===== src/rtl/uart_pkg.sv =====
// rtl/uart_pkg.sv - shared UART parity and transmitter state types
package uart_pkg;

    typedef enum logic [1:0] {
        PAR_NONE = 2'd0,
        PAR_EVEN = 2'd1,
        PAR_ODD  = 2'd2
    } parity_t;

    typedef enum logic [2:0] {
        ST_IDLE   = 3'd0,
        ST_START  = 3'd1,
        ST_DATA   = 3'd2,
        ST_PARITY = 3'd3,
        ST_STOP   = 3'd4
    } tx_state_t;

endpackage


===== src/rtl/uart_fifo.sv =====
// rtl/uart_fifo.sv - power-of-two FIFO with show-ahead read data
module uart_fifo #(
    parameter int WIDTH = 8,
    parameter int DEPTH = 16
) (
    input  logic             clk,
    input  logic             rst,
    input  logic             wr_en,
    input  logic [WIDTH-1:0] wr_data,
    input  logic             rd_en,
    output logic [WIDTH-1:0] rd_data,
    output logic             full,
    output logic             empty
);

    localparam int AW = $clog2(DEPTH);
    localparam logic [AW:0] PTR_ONE = (AW + 1)'(1);

    logic [WIDTH-1:0] mem [DEPTH];
    logic [AW:0]      wr_ptr;
    logic [AW:0]      rd_ptr;
    logic             do_wr;
    logic             do_rd;

    // The extra pointer MSB separates full (MSBs differ) from empty (equal).
    assign empty   = (wr_ptr == rd_ptr);
    assign full    = (wr_ptr[AW] != rd_ptr[AW]) && (wr_ptr[AW-1:0] == rd_ptr[AW-1:0]);
    assign do_wr   = wr_en && !full;
    assign do_rd   = rd_en && !empty;
    assign rd_data = mem[rd_ptr[AW-1:0]];

    always_ff @(posedge clk or posedge rst) begin
        if (rst) begin
            wr_ptr <= '0;
            rd_ptr <= '0;
        end else begin
            if (do_wr) wr_ptr <= wr_ptr + PTR_ONE;
            if (do_rd) rd_ptr <= rd_ptr + PTR_ONE;
        end
    end

    always_ff @(posedge clk) begin
        if (do_wr) mem[wr_ptr[AW-1:0]] <= wr_data;
    end

endmodule


===== src/rtl/uart_tx_cfg.sv =====
// rtl/uart_tx_cfg.sv - buffered UART transmitter with configurable frame format
module uart_tx_cfg
    import uart_pkg::*;
#(
    parameter int      CLK_FRE    = 50,
    parameter int      UART_RATE  = 115200,
    parameter int      DATA_BITS  = 8,
    parameter parity_t PARITY     = PAR_NONE,
    parameter int      STOP_BITS  = 1,
    parameter int      FIFO_DEPTH = 16
) (
    input  logic                 clk,
    input  logic                 rst,
    input  logic                 send_en,
    input  logic [DATA_BITS-1:0] send_data,
    output logic                 send_full,
    output logic                 send_busy,
    output logic                 tx_pin
);

    localparam int RATE_CNT = CLK_FRE * 1000000 / UART_RATE - 1;
    localparam int CW       = (RATE_CNT > 0) ? $clog2(RATE_CNT + 1) : 1;
    localparam logic [CW-1:0] RATE_LAST = CW'(RATE_CNT);
    localparam logic [CW-1:0] CNT_ONE   = CW'(1);
    localparam logic [3:0]    DATA_LAST = 4'(DATA_BITS - 1);
    localparam logic [3:0]    STOP_LAST = 4'(STOP_BITS - 1);
    localparam logic          PAR_INV   = (PARITY == PAR_ODD);

    tx_state_t            state;
    logic [CW-1:0]        baud_cnt;
    logic [3:0]           bit_cnt;
    logic [DATA_BITS-1:0] shreg;
    logic                 par_bit;
    logic [DATA_BITS-1:0] fifo_data;
    logic                 fifo_empty;
    logic                 pop;
    logic                 baud_done;
    logic                 frame_end;

    uart_fifo #(
        .WIDTH (DATA_BITS),
        .DEPTH (FIFO_DEPTH)
    ) u_fifo (
        .clk     (clk),
        .rst     (rst),
        .wr_en   (send_en),
        .wr_data (send_data),
        .rd_en   (pop),
        .rd_data (fifo_data),
        .full    (send_full),
        .empty   (fifo_empty)
    );

    assign baud_done = (baud_cnt == RATE_LAST);
    assign frame_end = (state == ST_STOP) && baud_done && (bit_cnt == STOP_LAST);
    // Popping at the last stop edge chains frames with no idle gap.
    assign pop       = !fifo_empty && ((state == ST_IDLE) || frame_end);
    assign send_busy = !fifo_empty || (state != ST_IDLE);

    always_ff @(posedge clk or posedge rst) begin
        if (rst) begin
            state    <= ST_IDLE;
            baud_cnt <= '0;
            bit_cnt  <= '0;
            shreg    <= '0;
            par_bit  <= 1'b0;
            tx_pin   <= 1'b1;
        end else if (pop) begin
            shreg    <= fifo_data;
            par_bit  <= (^fifo_data) ^ PAR_INV;
            baud_cnt <= '0;
            bit_cnt  <= '0;
            state    <= ST_START;
            tx_pin   <= 1'b0;
        end else if (state == ST_IDLE) begin
            tx_pin <= 1'b1;
        end else if (!baud_done) begin
            baud_cnt <= baud_cnt + CNT_ONE;
        end else begin
            baud_cnt <= '0;
            case (state)
                ST_START: begin
                    tx_pin  <= shreg[0];
                    shreg   <= {1'b0, shreg[DATA_BITS-1:1]};
                    bit_cnt <= '0;
                    state   <= ST_DATA;
                end
                ST_DATA: begin
                    if (bit_cnt != DATA_LAST) begin
                        tx_pin  <= shreg[0];
                        shreg   <= {1'b0, shreg[DATA_BITS-1:1]};
                        bit_cnt <= bit_cnt + 4'd1;
                    end else if (PARITY != PAR_NONE) begin
                        tx_pin <= par_bit;
                        state  <= ST_PARITY;
                    end else begin
                        tx_pin  <= 1'b1;
                        bit_cnt <= '0;
                        state   <= ST_STOP;
                    end
                end
                ST_PARITY: begin
                    tx_pin  <= 1'b1;
                    bit_cnt <= '0;
                    state   <= ST_STOP;
                end
                ST_STOP: begin
                    if (bit_cnt != STOP_LAST) begin
                        bit_cnt <= bit_cnt + 4'd1;
                    end else begin
                        bit_cnt <= '0;
                        tx_pin  <= 1'b1;
                        state   <= ST_IDLE;
                    end
                end
                default: begin
                    tx_pin <= 1'b1;
                    state  <= ST_IDLE;
                end
            endcase
        end
    end

endmodule


===== config.mk =====
export PLATFORM = sky130hd
export DESIGN_NAME = uart_tx_cfg
export DESIGN_NICKNAME = d
export VERILOG_FILES = /design/src/rtl/uart_pkg.sv /design/src/rtl/uart_fifo.sv /design/src/rtl/uart_tx_cfg.sv
export SDC_FILE = /design/constraint.sdc
export NUM_CORES = 1
export LEC_CHECK = 0
export CAP_MARGIN = 20
export CORE_MARGIN = 2
export CORE_UTILIZATION = 60
export CTS_CLUSTER_SIZE = 16
export DETAILED_ROUTE_END_ITERATION = 6
export PLACE_DENSITY_LB_ADDON = 0.2
export REMOVE_ABC_BUFFERS = 1
export SYNTH_ARGS = -nofsm -noshare
export SYNTH_HDL_FRONTEND = slang
export SYNTH_HIERARCHICAL = 1
export SYNTH_SLANG_ARGS = --single-unit

===== constraint.sdc =====
create_clock -name clk -period 2.7 [get_ports clk]
set_input_delay 0.27 -clock clk [delete_from_list [all_inputs] [get_ports clk]]
set_output_delay 0.27 -clock clk [all_outputs]
set_load 0.005 [all_outputs]

Yosys cells after proc, flatten, opt, wreduce, memory -nomap -nowiden
Memory sizes are Yosys's and may differ from the RTL's.
Index checks and enable logic that the tools add are counted.
Word-level totals
  bits of input ports: 11
  latch bits: 0
  RAM bits: 128
  memories: 1
  logic and storage cells: 77
  bits in read-only memories: 0
  flip-flop bits (word level): 35
Memories
  u_fifo.mem: words 16, bits a word 8, read ports 1, clocked after Yosys merged registers in 0, wr ports 1, line uart_fifo.sv:19  | logic [WIDTH-1:0] mem [DEPTH];
Operators by class
  shift-type cells: 0
  bitwise operators: 0
  equality and inequality tests: 14
  multipliers: 0
  div/mod/pow operators: 0
  multiplexer cells: 28
  reductions and logical operators: 23
  order comparisons: 0
  $add $sub $neg: 4
Operator list (number)
  2-to-1 mux 8 bit: 4
  2-to-1 mux 9 bit: 3
  2-to-1 mux 4 bit: 5
  case mux 8 bit (2 select lines): 1
  2-to-1 mux 3 bit: 5
  case mux 3 bit (4 select lines): 1
  case mux 4 bit (3 select lines): 1
  adder 5 x 1 -> 5 bit, second input constant: 2
  adder 9 x 1 -> 9 bit, second input constant: 1
  equality test 9 bit, second input constant: 1
  inequality test 3 x 2 -> 1 bit, second input constant: 3
  nonzero test 3 bit: 3
  inequality test 4 x 3 -> 1 bit, second input constant: 2
  AND reduction 4 bit: 2
  nonzero test 4 bit: 2
  2-to-1 mux 1 bit: 7
  equality test 3 x 2 -> 1 bit, second input constant: 2
  logical AND 1 bit: 6
  equality test 5 bit: 1
  adder 4 x 1 -> 4 bit, second input constant: 1
  equality test 4 bit: 1
  logical NOT 4 bit: 1
  equality test 3 x 1 -> 1 bit, second input constant: 1
  equality test 3 bit, second input constant: 1
  10 further kinds: 12

Depth between registers and ports, before layout
Gate-level depths: netlist (run 1).
  depth after elaboration: 7
  depth in mapped cells: 14
  gate-level depth less buffers: 11

By module
Netlist (run 1), hierarchy kept.
By module, submodules not included
  uart_fifo: area each 5565.3 sq um, sequential area each 4093.9 sq um, cells each 284, times used 1
  uart_tx_cfg: area each 1426.4 sq um, sequential area each 626.9 sq um, cells each 143, times used 1

Worst setup path after synthesis (run 1)
No wires, ideal clock.
  path type: reg2reg
  start point: reg u_fifo.rd_ptr[1]
  end point: reg u_fifo.rd_ptr[1]
  data arrival time: 2.380 ns
  stages on the path, launching flop included: 13
  setup slack: 0.195 ns
  required time: 2.575 ns
  buffers on the path: 3
  period minus slack after synthesis: 2.505 ns
  cells stage by stage: dfrtp_1 -> buf_6 -> xnor2_1 -> nand4_2 -> buf_6 -> nor2_1 -> or3_1 -> nand2b_1 -> o31a_1 -> buf_6 -> clkinv_8 -> o21ai_1 -> mux2_2
Between the ends
  longest elaborated chain between the ends: 4
  elaborated cells on any way between the ends: 5
  those cells by class: add/sub (1); eq/ne (1); reduce/logical (3)
RTL lines
  start, declared: line uart_fifo.sv:21  | logic [AW:0] rd_ptr;
  start signal, assigned: line uart_fifo.sv:38  | if (do_rd) rd_ptr <= rd_ptr + PTR_ONE;
  equality test 5 bit: line uart_fifo.sv:26  | assign empty = (wr_ptr == rd_ptr);
  net fifo_empty: line uart_tx_cfg.sv:35  | logic fifo_empty;
  logical NOT 1 bit: line uart_tx_cfg.sv:57  | assign pop = !fifo_empty && ((state == ST_IDLE) || frame_end);
  logical AND 1 bit: line uart_tx_cfg.sv:57
  net pop: line uart_tx_cfg.sv:36  | logic pop;
  logical AND 1 bit: line uart_fifo.sv:29  | assign do_rd = rd_en && !empty;
The timed path passes the listed nets, and every way through them passes these cells.
A chain may end at the register's enable or synchronous reset.

Final worst setup path (run 1)
  start point: reg u_fifo.wr_ptr[2]
  end point: out send_busy
Between the ends
  longest elaborated chain between the ends: 3
RTL lines
  start, declared: line uart_fifo.sv:20  | logic [AW:0] wr_ptr;
  start signal, assigned: line uart_fifo.sv:37  | if (do_wr) wr_ptr <= wr_ptr + PTR_ONE;
  equality test 5 bit: line uart_fifo.sv:26
  net fifo_empty: line uart_tx_cfg.sv:35
  logical NOT 1 bit: line uart_tx_cfg.sv:58  | assign send_busy = !fifo_empty || (state != ST_IDLE);
  logical OR 1 bit: line uart_tx_cfg.sv:58
  end, declared: line uart_tx_cfg.sv:17  | output logic send_busy,
The timed path passes the listed nets, and every way through them passes these cells.

==> summary.md, run 1 <==
| Metric | Value |
|---|---|
| Run status | finished, final reports clean |
| Final Hold Fails | 0 |
| CTS buffer count | 17 |
| Critical Path AT | 2.35 ns |
| Port Buf Inserts | 13 |
| Count of flip-flops with a built-in enable after synthesis | 128 |
| Max-Slew Margin vs Limit | 41.5% |
| LEAKAGE | 2.86 nW |
| Die footprint | 12,500 sq um |
| FILL cells | 745 |
| FF+latch area | 4730 sq um |
| DPL Wire Length | 8290 um |
| Worst-path maximum fanout | 8 |
| Post-synth top area share | 55.0% |
| Overall global routing resource usage | 22.7% |
| Core area | 11,400 sq um |
| Gp weighted congestion | 0.824 |
| CTS max path bufs | 2 |
| Share of layout cells above drive strength 1 | 21.7% |
| DRT Wirelength | 12,900 um |
| Final clock skew | 0.00679 ns |
| Synth Cell Area | 6990 sq um |
| Place WS | 0.340 ns |
| H-Tree Depth | 4 |
| Final min period | 2.62 ns |
| Setup crit start kind | flip-flop |
| Nets@finish | 481 |
| Multi-input gate area | 2090 sq um |
| Worst EP required | 2.43 ns |
| Largest net degree at the start of global routing | 36 |
| N_diodes | 0 |
| Tightest Pin Transition | 0.874 ns |
| Synth area leader | edfxtp_1 |
| Area contributors post-synth | edfxtp_1 (55%), dfrtp_1 (12%), mux4_2 (8.4%) |
| Max Transition Viols Final | 0 |
| Die height | 112 um |
| DR iter-0 viols | 349 |
| Max Cap Viol | 0 |
| Initial Utilization | 61.2% |
| Cell row count | 39 |
| DR vias/cell | 6.09 |
| Async set-reset flop share out of synthesis | 21.5% |
| F_max | 382 MHz |
| Final WS setup | 0.0840 ns |
| Setup Crit Path Kind | reg -> out |
| Hold buffer count at CTS | 0 |
| Final Setup Violations | 0 |
| Vias in the first global route | 3,812 |
| Syn Area/Cell | 16.4 sq um |
| Placed insts | 585 |
| Setup Fix Bufs, Post-CTS | 0 |
| Final worst-path cycle share | 96.9% |
| Crit. End Element | output port |
| Most common cell after layout, fill and taps aside | edfxtp_1 |
| Layout area overhead | 13.4% |
| Sum Neg Setup Slack | 0 ns |
| Die Span X | 112 um |
| ANT nets after route | 0 |
| DRT Pass-1 Iters | 5 |
| # clock sinks | 163 |
| Commonest non-fill, non-tap cells in the layout | edfxtp_1 (128), nor2_1 (32), nand2_1 (32), dfrtp_1 (29), mux4_2 (26) |
| Root Buffer | clkbuf_16 |
| Hold/Removal Path Class | in -> async |
| Power Density | 997 nW/um^2 |
| Main synth FF type | edfxtp_1 |
| Top-Level Pins | 14 |
| Clk Latency, worst-skew pair | 0.43 ns |
| # DRC | 0 |
| Drt wl/cell | 20.9 um |
| Routed via count | 3,757 |
| CTS tree | built |
| Gate Count Post-Synth | 427 |
| Overall Power | 7.91 mW |
| Remaining Overflow, GRT | 0 |
| Finished Layout Cells | 617 |
| Synth warnings | 6 |
| Initial antenna violation count | 0 |
| FF+latch count, synth | 163 |
| First-pass GRT wire length | 21,100 um |
| Peak VDD IR | 0.796 mV |
| Post-synthesis cell type count | 59 |
| Clock transition at the registers of the reported paths | 0.06 ns |
| Seq/Total Area, Yosys | 67.5% |
-- through the flow --
stage,instance area [sq um],utilization (%),hold slack [ns]
after global placement,7340,64.2,0.467
after CTS,7910,69.3,0.156
final,7930,69.5,0.152
after detailed placement,7340,64.2,0.471
after floorplan,6850,-,0.110
after global routing,7930,69.5,0.213
-- synthesized netlist by cell type (5+ instances only) --
cell type and count:
edfxtp_1 128, inv_1 11, nand2_1 32, ha_1 9
nor2b_1 5, mux2i_1 8, buf_2 9, mux4_1 6
buf_6 5, o21ai_1 7, nand3_1 5, dfrtp_1 34
mux4_2 26, nor2_1 33, xnor2_1 12, xor2_1 7
o21ai_0 9, a22oi_1 17
-- cell type report --
| class | count | share of cell area, % |
|---|---|---|
| sequential | 163 | 59.6 |
| multi-input combinational | 232 | 26.3 |
| clock buffer | 17 | 5.36 |
| timing repair buffer | 35 | 3.88 |
| tap | 143 | 2.26 |
| clock inverter | 15 | 1.86 |
| inverter | 12 | 0.726 |
-- timing repair --
action                                 4_1_cts  5_1_grt
setup endpoints to repair                    0        1
resized for setup                            0        7
endpoints found under the hold margin        0        0
-- worst max-delay path, stage by stage (launching register included) --
cell             delay, ns
dfrtp_2               0.46
xnor2_1               0.22
nand4_2               0.14
nor2_2                0.15
or4b_4                0.49
clkdlybuf4s50_1       0.46
-- power by group --
group	leakage, nW	switching [mW]	internal, mW
Clock	0.272	1.02	1.29
Combinational	0.989	1.19	1.03
Sequential	1.60	0.270	3.11
Total	2.86	2.48	5.43
-- path summary, 6_finish.rpt --
check / startpoint / slack [ns] / to / cells past startpoint
setup / recovery: u_fifo/wr_ptr[2] / 0.08 / send_busy / 5
hold / removal: rst / 0.15 / u_fifo/rd_ptr[4] / 2
setup reg to reg: u_fifo/wr_ptr[2] / 0.37 / u_fifo/rd_ptr[1] / 9
hold reg to reg: shreg[6] / 0.48 / shreg[6] / 2
max in group asynchronous: rst / 2.18 / tx_pin / 3
min in group clk: shreg[6] / 0.48 / shreg[6] / 2
-- registers in the layout, indices dropped and copies added, names as in the netlist --
register / cells
baud_cnt: 9
bit_cnt: 4
shreg: 8
u_fifo/rd_ptr: 5
state: 3
u_fifo/wr_ptr: 5
tx_pin: 1
u_fifo/mem: 128
-- cells by family after synthesis --
family	after synthesis	share of synthesized area [%]
mux	42	12.1
buf+inv	32	2.88
simple gates	105	7.68
fa+ha+maj	9	1.61
compound gates	57	5.83
xor+xnor	19	2.38
flops	163	67.5
-- layer usage --
layer	routed length, um	vias to the layer above	global-route usage, %
met5	0	-	0
met4	179	0	6.42
met3	593	13	6.15
met2	6540	101	36.0
met1	5590	1918	31.8
li1	-	1725	-
Power figures use the tool's default switching activity.
==> inputs of run 2 (changes only) <==
- HOLD_SLACK_MARGIN: not set -> 0.06
==> results of run 2 <==
The final DEF is identical to that of run 1; final timing and power are the same.
